## config.mk

```make
export PLATFORM = sky130hd
export DESIGN_NAME = sobel_edge_detect
export DESIGN_NICKNAME = d
export VERILOG_FILES = /design/src/rtl/sobel_edge_detect.sv
export SDC_FILE = /design/constraint.sdc
export NUM_CORES = 1
export LEC_CHECK = 0
export BUFFER_PORTS_ARGS = -buffer_cell sky130_fd_sc_hd__buf_2
export CAP_MARGIN = 5
export CELL_PAD_IN_SITES_DETAIL_PLACEMENT = 1
export CELL_PAD_IN_SITES_GLOBAL_PLACEMENT = 1
export CORE_UTILIZATION = 50
export DETAILED_ROUTE_END_ITERATION = 10
export GPL_TIMING_DRIVEN = 0
export PLACE_DENSITY_LB_ADDON = 0.08
export SETUP_SLACK_MARGIN = 0.05
export SLEW_MARGIN = 40
export SYNTH_ARGS = -nofsm -noshare
export SYNTH_HDL_FRONTEND = slang
export SYNTH_SLANG_ARGS = --single-unit
export TNS_END_PERCENT = 1
```

## constraint.sdc

```tcl
create_clock -name clock -period 11.3 [get_ports clock]
set_input_delay 0 -clock clock [delete_from_list [all_inputs] [get_ports clock]]
set_output_delay 0 -clock clock [all_outputs]
set_load 0.01 [all_outputs]
```

## src/rtl/sobel_edge_detect.sv

```systemverilog
// Sobel edge detector: 3x3 window in, saturated |Gx|+|Gy| magnitude and thresholded edge bit out,
// tagged with column/row, fixed 3-cycle latency, no backpressure.
module sobel_edge_detect #(
  parameter int PIX_PER_LINE    = 320,
  parameter int LINES_PER_FRAME = 240
) (
  input  logic       clock,
  input  logic       frame_reset,
  input  logic [7:0] threshold,
  input  logic [7:0] data00,
  input  logic [7:0] data01,
  input  logic [7:0] data02,
  input  logic [7:0] data10,
  input  logic [7:0] data11,
  input  logic [7:0] data12,
  input  logic [7:0] data20,
  input  logic [7:0] data21,
  input  logic [7:0] data22,
  input  logic       data_valid,
  output logic [7:0] edge_mag,
  output logic       edge_bit,
  output logic       dataout_en,
  output logic [9:0] out_col,
  output logic [9:0] out_row,
  output logic       frame_done
);

  // Handshake: data_valid qualifies data00..22 for one cycle; dataout_en qualifies all result
  // outputs for one cycle, exactly 3 cycles later. There is no ready; every valid is accepted.

  localparam logic [9:0] LAST_COL = 10'(PIX_PER_LINE - 1);
  localparam logic [9:0] LAST_ROW = 10'(LINES_PER_FRAME - 3);

  function automatic logic [9:0] wsum(input logic [7:0] a, input logic [7:0] b, input logic [7:0] c);
    return {2'b00, a} + {1'b0, b, 1'b0} + {2'b00, c};
  endfunction

  function automatic logic [9:0] absdiff(input logic [9:0] p, input logic [9:0] n);
    return (p >= n) ? (p - n) : (n - p);
  endfunction

  // data11 is the window centre; Sobel kernels weight it by zero.
  logic unused_centre;
  assign unused_centre = ^data11;

  logic [9:0] col, row;
  logic [7:0] thr_q;

  logic       v1, border1;
  logic [9:0] gx_p1, gx_n1, gy_p1, gy_n1, col1, row1;

  logic       v2, border2;
  logic [9:0] ax2, ay2, col2, row2;

  logic [10:0] sum3;
  logic [7:0]  mag3;
  logic        bit3;

  // Stage 0: position counters and per-frame threshold capture
  always_ff @(posedge clock or posedge frame_reset) begin
    if (frame_reset) begin
      col   <= '0;
      row   <= '0;
      thr_q <= '0;
    end else if (data_valid) begin
      if (col == '0 && row == '0) thr_q <= threshold;
      if (col == LAST_COL) begin
        col <= '0;
        row <= (row == LAST_ROW) ? '0 : row + 10'd1;
      end else begin
        col <= col + 10'd1;
      end
    end
  end

  // Stages 1 and 2: partial sums, then absolute gradients
  always_ff @(posedge clock or posedge frame_reset) begin
    if (frame_reset) begin
      v1 <= 1'b0; border1 <= 1'b0;
      gx_p1 <= '0; gx_n1 <= '0; gy_p1 <= '0; gy_n1 <= '0;
      col1 <= '0; row1 <= '0;
      v2 <= 1'b0; border2 <= 1'b0;
      ax2 <= '0; ay2 <= '0; col2 <= '0; row2 <= '0;
    end else begin
      v1      <= data_valid;
      border1 <= (col < 10'd2);
      gx_p1   <= wsum(data02, data12, data22);
      gx_n1   <= wsum(data00, data10, data20);
      gy_p1   <= wsum(data20, data21, data22);
      gy_n1   <= wsum(data00, data01, data02);
      col1    <= col;
      row1    <= row;
      v2      <= v1;
      border2 <= border1;
      ax2     <= absdiff(gx_p1, gx_n1);
      ay2     <= absdiff(gy_p1, gy_n1);
      col2    <= col1;
      row2    <= row1;
    end
  end

  // Stage 3 combinational: saturate, suppress the two border columns, threshold
  always_comb begin
    sum3 = {1'b0, ax2} + {1'b0, ay2};
    mag3 = (sum3 > 11'd255) ? 8'hff : sum3[7:0];
    bit3 = 1'b0;
    if (border2) mag3 = 8'h00;
    else         bit3 = (mag3 >= thr_q);
  end

  always_ff @(posedge clock or posedge frame_reset) begin
    if (frame_reset) begin
      edge_mag   <= '0;
      edge_bit   <= 1'b0;
      dataout_en <= 1'b0;
      out_col    <= '0;
      out_row    <= '0;
      frame_done <= 1'b0;
    end else begin
      dataout_en <= v2;
      edge_mag   <= v2 ? mag3 : 8'h00;
      edge_bit   <= v2 & bit3;
      out_col    <= v2 ? col2 : 10'd0;
      out_row    <= v2 ? row2 : 10'd0;
      frame_done <= v2 && (col2 == LAST_COL) && (row2 == LAST_ROW);
    end
  end

endmodule
```

Word-level counts from Yosys, hierarchy flattened
Cells that the tools add are included.

word-level totals
  register bits = 163
  input bits = 83
  word-level logic and storage cells = 65

operators by class
  $add $sub $neg = 15
  $lt $le $gt $ge = 5
  equality and inequality tests = 4
  muxes and demuxes = 10
  bitwise operators = 1
  reduce and logical (&&, ||, !) cells = 7

operators by type and width
  operator                 count
  $mux W10                 6
  $add A10 B8 Y10          4
  $add A8 B9 Y10           4
  $sub A10 B10 Y10         4
  $mux W8                  3
  $add A10 B1 Y10 const B  2
  $eq A10 B8 Y1 const B    2
  $eq A10 B9 Y1 const B    2
  $ge A10 B10 Y1           2
  $logic_not A10 Y1        2
  $add A10 B10 Y11         1
  $gt A11 B8 Y1 const B    1
  $lt A10 B2 Y1 const B    1
  $ge A8 B8 Y1             1
  $reduce_and A2 Y1        2
  $logic_and A1 B1 Y1      3
  $and A1 B1 Y1            1
  $mux W1                  1

Logic depth before layout (Yosys ltp)
Gate-level depths: netlist of run 1.

  word-level depth = 6
  gate-level depth with buffers = 16
  gate-level depth less buffers = 16

Worst setup path after synthesis of run 1
No wires, ideal clock.

  path kind = reg-to-reg
  start = register ax2[0]
  end = register edge_bit
  setup time = 0.124 ns
  data arrival time = 2.993 ns
  data required time = 11.176 ns
  setup slack = 8.184 ns
  cell stages (with the launch flop) = 17
  path buffers = 1
  path through = dfrtp_1 -> ha_1 -> inv_1 -> fa_1 -> nor2b_1 -> o21a_1 -> o21a_1 -> o21ai_0 -> a211oi_2 -> buf_4 -> nand2_1 -> ha_1 -> a21o_1 -> a21o_1 -> a21oi_1 -> o22ai_1 -> o31a_1

between the ends
  word-level cells in the longest chain between the ends = 6

RTL lines
  item                    line  RTL
  start, declared         53    logic [9:0] ax2, ay2, col2, row2;
  start signal, assigned  95    ax2 <= absdiff(gx_p1, gx_n1);
  $add A10 B10 Y11 (*)    104   sum3 = {1'b0, ax2} + {1'b0, ay2};
  $gt A11 B8 Y1           105   mag3 = (sum3 > 11'd255) ? 8'hff : sum3[7:0];
  $mux W8 (*)             105
  $ge A8 B8 Y1 (*)        108   else bit3 = (mag3 >= thr_q);
  $mux W1 (*)             107   if (border2) mag3 = 8'h00;
  $and A1 B1 Y1 (*)       122   edge_bit <= v2 & bit3;
  end signal, assigned    122
  end, declared           21    output logic edge_bit,

Every way passes the cells marked *; elsewhere a longest branch is shown, timed or not.
A chain may end at the register's enable or synchronous reset.

Worst setup path after layout of run 1
Ends and elaborated chain as after synthesis.

==> out/qor.yml, run 1 <==
hp-class: "input port to flop"
ctsResizeCount: 0
cts.sinks: 163
grt_pass1_vias: 7141
syn_avg_cell_area_um2: 11.1
ant_nets: 0
nets: 1188
syn_area_mm2: 0.00913
syn-num-nets: 1041
route.detailed.wl_per_inst_um: 18.0
first_pass_iters: 4
yosysWarnings: 0
outcome: "finished clean"
cts_root_buffer: "clkbuf_16"
pwr-share-seq_pct: 29.8
n_antenna_cell: 0
finalPower_mw: 2.73
fin_crit_ns: 3.52
insertion_delay_ns: 0.44
rr_endpoint: "edge_bit"
cts_tree: "done"
arrival_ns: 3.84
drc: 0
finalHoldViolations: 0
reg2reg_depth: 16
finalMaxSlewViolations: 0
synthCells: 824
start_util_pct: 51.0
yosysTopAreaCell: "dfrtp_1"
seq_area_mm2: 0.00408
rr_startpoint: "ax2[0]"
p_leak_nw: 5.39
period_share_pct: 31.1
clkPwrFrac_pct: 21.3
endpoint_kind: "flop"
netSwitchingFraction_pct: 41.6
p_comb_share_pct: 48.9
critPathKind: "flop to flop"
multiInputGateArea_mm2: 0.00464
die_area_mm2: 0.0188
route.vias.total: 6480
fin_util_pct: 60.5
fin_tns_setup_ns: 0
required_ns: 11.62
drt_iter0_drc: 265
grt_usage_pct: 25.1
top_level_ports: 114
rrSetupSlack_ns: 7.78
cts-buffers-inserted: 17
setup_viol: 0
synth_edf_count: 0
nFillCells: 1915
max_freq_mhz: 284
seq_area_frac_synth_pct: 44.7
htreeDepth: 4
synth_cell_types: 58
yosys.area.top_type_share_pct: 44.7
worst_pin_slew_ns: 0.657
async_flop_share_pct: 100
worstHoldEndpoint: "gx_p1[1]"
rsz0062_at_grt: "false"
path_clk_slew_ns: 0.07
cts_setup_buffers: 0
gp_congestion: 0.834
place_hpwl_um: 16800
powerDensity_mw_per_mm2: 252
grt_start_max_net_pins: 68
worst_ir_drop_vdd_v: 0.000147
dpl_worst_slack_ns: 7.78
fin_skew_ns: 0.0120
p_sw_mw: 1.14
synth.ff_latch_count: 163
cts_hold_buf: 21
worst_slack_ns: 7.78
hold_depth: 3
grt_pass1_wl_um: 35900
max_cap_violations: 0
die_y_um: 137
overflow: 0
antenna_found_initial: 0
ys.flop_type: "dfrtp_1"
critPathLaunchType: "flop"
syn2layout_area_growth_pct: 18.6
via_per_inst: 5.34
internal_power_mw: 1.59
synthTopCellsByArea: "dfrtp_1 45%, ha_1 13%, fa_1 8.1%, inv_1 3.3%, xnor2_1 3.1%"
coreArea_mm2: 0.0179
io_buffers: 105
wirelength_um: 21900
worstHoldStart: "data12[0]"
row_count: 49
critPathMaxFanout: 7
drive_above_1_share_pct: 16.7
relSlewSlack_pct: 55.6
clockBufferDepth: 2
die_w_um: 137
==> layout make-up <==
class / instances / share of cell area (%)
timing repair buffer: 128 / 7.30
inverter: 81 / 2.88
sequential: 163 / 37.6
tap: 229 / 2.64
buffer: 18 / 0.982
multi-input combinational: 562 / 42.9
clock inverter: 15 / 1.78
clock buffer: 17 / 3.93
==> worst max path at each step <==
stage	from	endpoint	slack, ns
5_1_grt	ax2[0]	edge_bit	7.47
3_3_place_gp	frame_reset	gy_n1[9]	5.46
2_1_floorplan	frame_reset	ax2[0]	6.90
6_report	ax2[0]	edge_bit	7.78
4_1_cts	ax2[0]	edge_bit	7.75
3_5_place_dp	ay2[0]	edge_bit	7.78
==> layer usage <==
metal  share of wire, %  track usage, %  vias up
met2                 51            43.5       85
met4                1.4            6.90        0
li1                   -               -     3095
met3                2.2            4.07       27
met1                 46            32.3     3273
met5                  0               0        -
==> cell usage in the layout (no fill, tap or decap), types with 15 or more instances in the layout <==
cell type | synthesis | final
nand2_1 | 39 | 39
buf_2 | 4 | 109
dlygate4sd3_1 | 0 | 21
o21ai_0 | 43 | 43
nand2b_1 | 15 | 15
nor2_1 | 48 | 48
and2_1 | 22 | 22
ha_1 | 97 | 97
a21oi_1 | 54 | 54
clkbuf_16 | 0 | 17
inv_1 | 81 | 80
xor2_1 | 21 | 21
fa_1 | 37 | 37
xnor2_1 | 32 | 32
dfrtp_1 | 163 | 163
==> cells by family after synthesis <==
group	after synthesis	synth area share, %
XOR/XNOR	53	5.08
buffers and inverters	99	4.49
AND/OR/NAND/NOR	197	11.2
AO/OA/AOI/OAI	164	11.6
flip-flops	163	44.7
adder cells (fa/ha/maj)	134	21.4
multiplexers	14	1.55
==> flip-flops by register name, summed over array words and instances (netlist names), 8 cells and up <==
| register | cells |
|---|---|
| out_row | 10 |
| gx_n1 | 10 |
| gy_p1 | 10 |
| out_col | 10 |
| ay2 | 10 |
| col2 | 10 |
| edge_mag | 8 |
| col | 10 |
| row1 | 10 |
| gx_p1 | 10 |
| col1 | 10 |
| gy_n1 | 10 |
| thr_q | 8 |
| row | 10 |
| row2 | 10 |
| ax2 | 10 |
==> per-stage QoR <==
stage                     instance area [µm²]  cells  hold WS, ns
after CTS                               10800   1213      0.00421
after floorplan                          9130    824       0.0314
after global placement                   9940   1158        0.129
after global routing                    10800   1213       0.0181
after detailed placement                10000   1160      -0.0136
final                                   10800   1213      0.00772
==> cell usage after synthesis, types with 4 or more instances <==
cell and instances:
xnor2_1 32, dfrtp_1 163, nor3_1 13, a211oi_1 5
or3_1 5, clkbuf_1 7, nand2_1 39, a21oi_1 54
fa_1 37, nor2_1 48, and2_1 22, ha_1 97
nand4_1 13, mux2i_1 13, nand3_1 8, nor4_1 4
inv_1 81, o41ai_1 6, nor2b_1 12, buf_2 4
xor2_1 21, o211ai_1 5, o21ai_0 43, o21a_1 8
a21o_1 13, and3_1 5, nand2b_1 15
==> critical path, cell delays in order, from the launching register on <==
cell,delay (ns)
dfrtp_1,0.33
ha_1,0.16
inv_1,0.06
fa_1,0.39
nor2b_1,0.15
o21a_1,0.18
o21a_1,0.17
o21ai_0,0.11
a211oi_2,0.44
and2_1,0.22
ha_1,0.22
nand2b_1,0.14
a21o_1,0.17
a21o_1,0.16
a21oi_1,0.14
o22ai_1,0.11
o31a_1,0.24
==> power by group through the flow <==
| stage | Clock, mW | Combinational, mW | Sequential, mW |
|---|---|---|---|
| 4_1_cts | 0.596 | 1.34 | 0.813 |
| 2_1_floorplan | 0 | 0.968 | 0.803 |
| 3_3_place_gp | 0 | 1.24 | 0.814 |
| 6_report | 0.583 | 1.33 | 0.812 |
| 3_5_place_dp | 0 | 1.30 | 0.823 |
| 5_1_grt | 0.619 | 1.49 | 0.827 |
Power figures use the tool's default switching activity.
==> run 2, diff against run 1 <==
Settings changed: CORE_UTILIZATION 50 to 42.
Clock period 11.3 ns to 3 ns, I/O delays scaled along.
==> out/qor.yml, run 2 (synthesized netlist as in run 1, its figures left out) <==
first_pass_iters: 4  # unchanged
netSwitchingFraction_pct: 39.7  # -2.0 points
die_y_um: 149  # +9.0%
cts_tree: "done"
row_count: 53  # +8.2%
outcome: "finished, violations left"
p_comb_share_pct: 49.3  # +0.4 points
multiInputGateArea_mm2: 0.00470  # +1.2%
critPathLaunchType: "flop"
grt_pass1_wl_um: 35500  # -0.87%
p_leak_nw: 5.48  # +1.8%
drive_above_1_share_pct: 18.4  # +1.8 points
finalPower_mw: 10.6  # +290%
coreArea_mm2: 0.0212  # +18%
path_clk_slew_ns: 0.07  # about the same
die_w_um: 149  # +9.0%
fin_tns_setup_ns: -0.325  # -0.325 ns
finalHoldViolations: 0  # unchanged
required_ns: 3.31  # -8.31 ns
max_cap_violations: 0  # unchanged
cts_root_buffer: "clkbuf_16"
via_per_inst: 5.09  # -4.8%
powerDensity_mw_per_mm2: 951  # +280%
grt_pass1_vias: 7090  # -0.71%
nets: 1198  # +0.84%
clkPwrFrac_pct: 21.8  # +0.5 points
critPathKind: "flop to flop"
nFillCells: 2303  # +20%
overflow: 0  # unchanged
failed_checks: "setup timing"
dpl_worst_slack_ns: -0.719  # -8.50 ns
wirelength_um: 21700  # -0.73%
final_cell_mix: "163 x dfrtp_1, 109 x buf_2, 96 x ha_1"
htreeDepth: 4  # unchanged
critPathBufInv: 1  # unchanged
period_share_pct: 111  # +80 points
relSlewSlack_pct: 53.0  # -2.6 points
rsz0062_at_grt: "true"
die_area_mm2: 0.0223  # +19%
cpLargestDelayFamily: "compound AO/OA/AOI/OAI gates"
route.detailed.wl_per_inst_um: 17.1  # -5.0%
cp_slowest_cell: "a211oi_4"
n_antenna_cell: 0  # unchanged
worst_slack_ns: -0.325  # -8.11 ns
start_util_pct: 43.2  # -7.8 points
seq_area_mm2: 0.00408  # unchanged
arrival_ns: 3.63  # -0.21 ns
max_freq_mhz: 301  # +5.8%
route.vias.total: 6449  # -0.48%
drc: 0  # unchanged
critPathMaxFanout: 5  # -2
grt_usage_pct: 20.7  # -4.4 points
clockBufferDepth: 2  # unchanged
hp-class: "input port to flop"
pwr-share-seq_pct: 28.8  # -1.0 points
fin_skew_ns: 0.00923  # -0.00277 ns
fin_crit_ns: 3.33  # -0.192 ns
finalMaxSlewViolations: 0  # unchanged
drt_iter0_drc: 171  # -35%
cts.sinks: 163  # unchanged
antenna_found_initial: 0  # unchanged
top_level_ports: 114  # unchanged
worst_ir_drop_vdd_v: 0.000372  # +150%
p_sw_mw: 4.19  # +270%
endpoint_kind: "flop"
internal_power_mw: 6.38  # +300%
cp_cell_sequence: "ha_2 -> inv_2 -> fa_2 -> nor2b_1 -> o21a_1 -> o21a_1 -> o21ai_2 -> a211oi_4 -> and2_1 -> ha_1 -> nand2b_4 -> a21o_1 -> a21o_1 -> a21oi_2 -> o22ai_1 -> o31a_1"
max_stage_delay_ns: 0.35  # -0.09 ns
io_buffers: 105  # unchanged
final_common_cell: "dfrtp_1"
place_hpwl_um: 17500  # +4.2%
syn2layout_area_growth_pct: 21.8
grt_start_max_net_pins: 26  # -62%
insertion_delay_ns: 0.43  # about the same
setup_viol: 1  # +1
worst_pin_slew_ns: 0.696  # +0.0383 ns
ant_nets: 0  # unchanged
cts-buffers-inserted: 17  # unchanged
gp_congestion: 0.936  # +12%
## run 2: changes by cell type in the layout (fill, tap and decap cells not counted), sizes merged
| cell | delta |
|---|---|
| inv | +3 |
| clkinvlp | +1 |
| bufinv | +3 |
| clkbuf | +1 |
| buf | +10 |
| clkinv | -9 |
## run 2: worst register-to-register path, stage by stage (launching register included)
cell and delay, ns:
dfrtp_1 0.34, ha_2 0.20, inv_2 0.04, fa_2 0.33, nor2b_1 0.12, o21a_1 0.19, o21a_1 0.18, o21ai_2 0.08
a211oi_4 0.35, and2_1 0.18, ha_1 0.22, nand2b_4 0.13, a21o_1 0.16, a21o_1 0.16, a21oi_2 0.17, o22ai_1 0.11
o31a_1 0.23
## run 2: what timing repair did
action | in CTS | in global routing
hold buffers | 21 | 0
pin swaps | 10 | 8
setup endpoints to repair | 1 | 1
cloned | 0 | 0
buffers inserted | 4 | 1
hold endpoints to repair | 82 | 0
resized for setup | 10 | 5
## run 2: through the flow
stage / hold slack [ns] / cell area (µm²) / utilization, % / std cells
final: 0.0185 / 11100 / 52.6 / 1268
after global routing: 0.0256 / 11100 / 52.6 / 1268
after CTS: 0.00680 / 11100 / 52.4 / 1267
after detailed placement: 0.0543 / 10200 / 48.2 / 1211
after global placement: 0.127 / 10000 / 47.3 / 1204
after floorplan: 0.0314 / 9140 / - / 824
## run 2: path summary, 6_finish.rpt
kind | start | to | slack (ns) | cells past startpoint
max in group asynchronous | frame_reset | thr_q[3] | 1.85 | 7
worst max register to register | ax2[0] | edge_bit | -0.33 | 16
worst min-delay path | data21[0] | gy_p1[1] | 0.02 | 3
worst max-delay path | ax2[0] | edge_bit | -0.33 | 16
min in group asynchronous | frame_reset | row[3] | 0.14 | 3
worst min register to register | col1[9] | col2[9] | 0.35 | 0
## run 2: area by class of cell
cell class	count	area share, %
Inverter	81	2.77
Clock buffer	18	3.95
Tap cell	275	3.09
Timing Repair Buffer	138	8.62
Clock inverter	13	1.67
Buffer	18	0.990
Sequential cell	163	36.7
Multi-Input combinational cell	562	42.2
## run 2: layer usage
layer,part of all wire [%],vias up,track usage [%]
met3,3.0,23,3.60
met5,0,-,0
met2,50,112,35.8
li1,-,3110,-
met4,1.3,0,5.77
met1,45,3204,26.6
## run 2: power by group through the flow
| stage | clock (mW) | combinational (mW) | sequential, mW |
|---|---|---|---|
| 2_1_floorplan | 0 | 3.65 | 3.02 |
| 3_3_place_gp | 0 | 4.71 | 3.07 |
| 6_report | 2.31 | 5.21 | 3.05 |
| 3_5_place_dp | 0 | 4.93 | 3.09 |
| 4_1_cts | 2.37 | 5.14 | 3.06 |
| 5_1_grt | 2.46 | 5.82 | 3.10 |
==> run 3, diff against run 2 <==
Settings changed: ABC_AREA set to 1, CORE_UTILIZATION 42 to 41.
==> out/qor.yml, run 3 <==
arrival_ns: 3.14  # -0.49 ns
ys.flop_type: "dfrtp_1"
syn2layout_area_growth_pct: 19.8
finalHoldViolations: 0  # unchanged
top_level_ports: 114  # unchanged
fin_util_pct: 50.0  # -2.6 points
yosys.area.top_type_share_pct: 41.7  # -3.0 points
final_cell_mix: "217 x nand2_1, 201 x inv_1, 163 x dfrtp_1"
critPathKind: "flop to flop"
cts-buffers-inserted: 17  # unchanged
clockBufferDepth: 2  # unchanged
worst_pin_slew_ns: 0.505  # -0.190 ns
hold-worst-slack_ns: 0.0221  # +0.00358 ns
ant_nets: 0  # unchanged
io_buffers: 105  # unchanged
max_freq_mhz: 355  # +18%
route.vias.total: 7409  # +15%
nets: 1454  # +21%
max_cap_violations: 0  # unchanged
grt_start_max_net_pins: 27  # +3.8%
drt_iter0_drc: 253  # +48%
die_area_mm2: 0.0245  # +9.7%
synthTopCellsByCount: "217 x nand2_1, 203 x inv_1, 163 x dfrtp_1"
placed_cells: 1511  # +25%
worst_ir_drop_vdd_v: 0.000487  # +31%
critPathLaunchType: "flop"
first_pass_iters: 4  # unchanged
n_antenna_cell: 0  # unchanged
place_area_mm2: 0.0109  # +6.7%
fin_cells: 1569  # +24%
synth_most_common_cell: "nand2_1"
synthTopCellsByArea: "dfrtp_1 42%, ha_1 12%, nand2_1 8.3%, inv_1 7.8%, fa_1 7.6%"
period_share_pct: 93.9  # -17 points
setup_viol: 0  # -1
async_flop_share_pct: 100  # unchanged
yosysWarnings: 0  # unchanged
final_common_cell: "nand2_1"
cts.sinks: 163  # unchanged
powerDensity_mw_per_mm2: 978  # +2.8%
synthCells: 1080  # +31%
fin_skew_ns: 0.0123  # +0.00308 ns
overflow: 0  # unchanged
max_stage_delay_ns: 0.39  # +0.04 ns
via_per_inst: 4.72  # -7.2%
hp-class: "input port to flop"
required_ns: 3.33  # +0.02 ns
endpoint_kind: "flop"
die_y_um: 157  # +4.7%
grt_pass1_wl_um: 40200  # +13%
insertion_delay_ns: 0.44  # about the same
syn_area_mm2: 0.00979  # +7.2%
route.detailed.wl_per_inst_um: 15.2  # -11%
wirelength_um: 23900  # +10%
cts_tree: "done"
synth.ff_latch_count: 163  # unchanged
seq_area_frac_synth_pct: 41.7  # -3.0 points
die_w_um: 157  # +4.7%
nFillCells: 2782  # +21%
grt_pass1_vias: 7940  # +12%
coreArea_mm2: 0.0235  # +11%
fin_area_mm2: 0.0117  # +5.4%
syn_avg_cell_area_um2: 9.06  # -18%
path_clk_slew_ns: 0.07  # about the same
drive_above_1_share_pct: 15.2  # -3.2 points
crit_top_cell: "nand2_1"
synth_cell_types: 40  # -31%
htreeDepth: 4  # unchanged
outcome: "finished clean"
cts_root_buffer: "clkbuf_16"
place_hpwl_um: 19300  # +11%
finalPower_mw: 11.5  # +8.4%
cp_slowest_cell: "fa_2"
fin_crit_ns: 2.82  # -0.509 ns
gp_congestion: 0.855  # -8.6%
synth_edf_count: 0  # unchanged
yosysTopAreaCell: "dfrtp_1"
start_util_pct: 41.7  # -1.5 points
cp_cell_sequence: "ha_4 -> inv_1 -> fa_2 -> inv_2 -> nand3_1 -> nand3_2 -> nand2_1 -> nand3_1 -> nand3_2 -> nor2_4 -> buf_6 -> nand2_1 -> ha_1 -> a21oi_1 -> o21ai_0 -> nand2_1 -> o2111ai_1 -> nand2_1 -> inv_1"
critPathMaxFanout: 5  # unchanged
antenna_found_initial: 0  # unchanged
relSlewSlack_pct: 66.3  # +13 points
p_leak_nw: 6.28  # +15%
drc: 0  # unchanged
syn-num-nets: 1297  # +25%
grt_usage_pct: 21.4  # +0.68 points
row_count: 56  # +5.7%
finalMaxSlewViolations: 0  # unchanged
-- run 3: logic make-up (layout without fill, tap and decap cells) --
| group | after synthesis | in the layout | synth area share [%] |
|---|---|---|---|
| DFF | 163 | 163 | 41.7 |
| and+or+nand+nor | 356 | 356 | 16.0 |
| adders and majority gates | 134 | 134 | 20.0 |
| buffers and inverters | 215 | 385 | 8.51 |
| xor gates and xnor gates | 62 | 62 | 5.55 |
| AOI/OAI and AO/OA | 150 | 150 | 8.36 |
-- run 3: power breakdown --
| part | internal (mW) | switching [mW] | total (mW) |
|---|---|---|---|
| clock network | 1.12 | 1.04 | 2.16 |
| registers | 2.78 | 0.318 | 3.10 |
| logic | 2.35 | 3.86 | 6.21 |
| total | 6.25 | 5.22 | 11.5 |
-- run 3: path summary, 6_finish.rpt --
| path | cells after the start | slack [ns] | start | endpoint |
|---|---|---|---|---|
| max reg2reg | 19 | 0.18 | ay2[0] | edge_bit |
| max in group asynchronous | 6 | 2.19 | frame_reset | gy_p1[5] |
| min reg2reg | 0 | 0.35 | row1[9] | row2[9] |
| min | 3 | 0.02 | data01[0] | gy_n1[1] |
| max | 19 | 0.18 | ay2[0] | edge_bit |
| min in group asynchronous | 3 | 0.03 | frame_reset | thr_q[1] |
-- run 3: critical path, delay by kind of cell (launching register included) --
family                     cells  cell delay [ns]
buffers and inverters          4             0.29
AOI/OAI and AO/OA              3             0.39
adders and majority gates      3             0.84
and+or+nand+nor                9             0.79
DFF                            1             0.38
-- run 3: cell type report --
| cell class | count | area (µm²) | share of cell area (%) |
|---|---|---|---|
| plain buffers | 12 | 71.3 | 0.608 |
| clock buffers | 17 | 425 | 3.63 |
| clock inverters | 15 | 164 | 1.40 |
| inverters | 203 | 766 | 6.53 |
| multi-input cells | 702 | 4900 | 41.8 |
| flip-flops and latches | 163 | 4080 | 34.8 |
| well taps | 319 | 399 | 3.40 |
| repair buffers | 138 | 921 | 7.85 |
-- run 3: per-layer routing --
layer,routed length (µm),track usage [%],up-vias
li1,-,-,3716
met2,11100,34.5,82
met1,11900,29.9,3585
met4,283,5.42,0
met3,579,3.43,26
met5,0,0,-
-- run 3: per-stage QoR --
step | setup slack, ns | TNS [ns]
5_1_grt | -0.0514 | -0.0514
4_1_cts | 0.106 | 0
2_1_floorplan | 0.424 | 0
6_report | 0.184 | 0
3_5_place_dp | -0.00182 | -0.00182
3_3_place_gp | -0.120 | -17.48
-- run 3: timing repair --
item                       in CTS  in global routing
hold buffers                   19                  0
hold endpoints to repair      110                  0
resized for setup               1                  5
setup endpoints to repair       1                  1
cloned                          0                  1
pin swaps                       1                  3
buffers inserted                1                  5
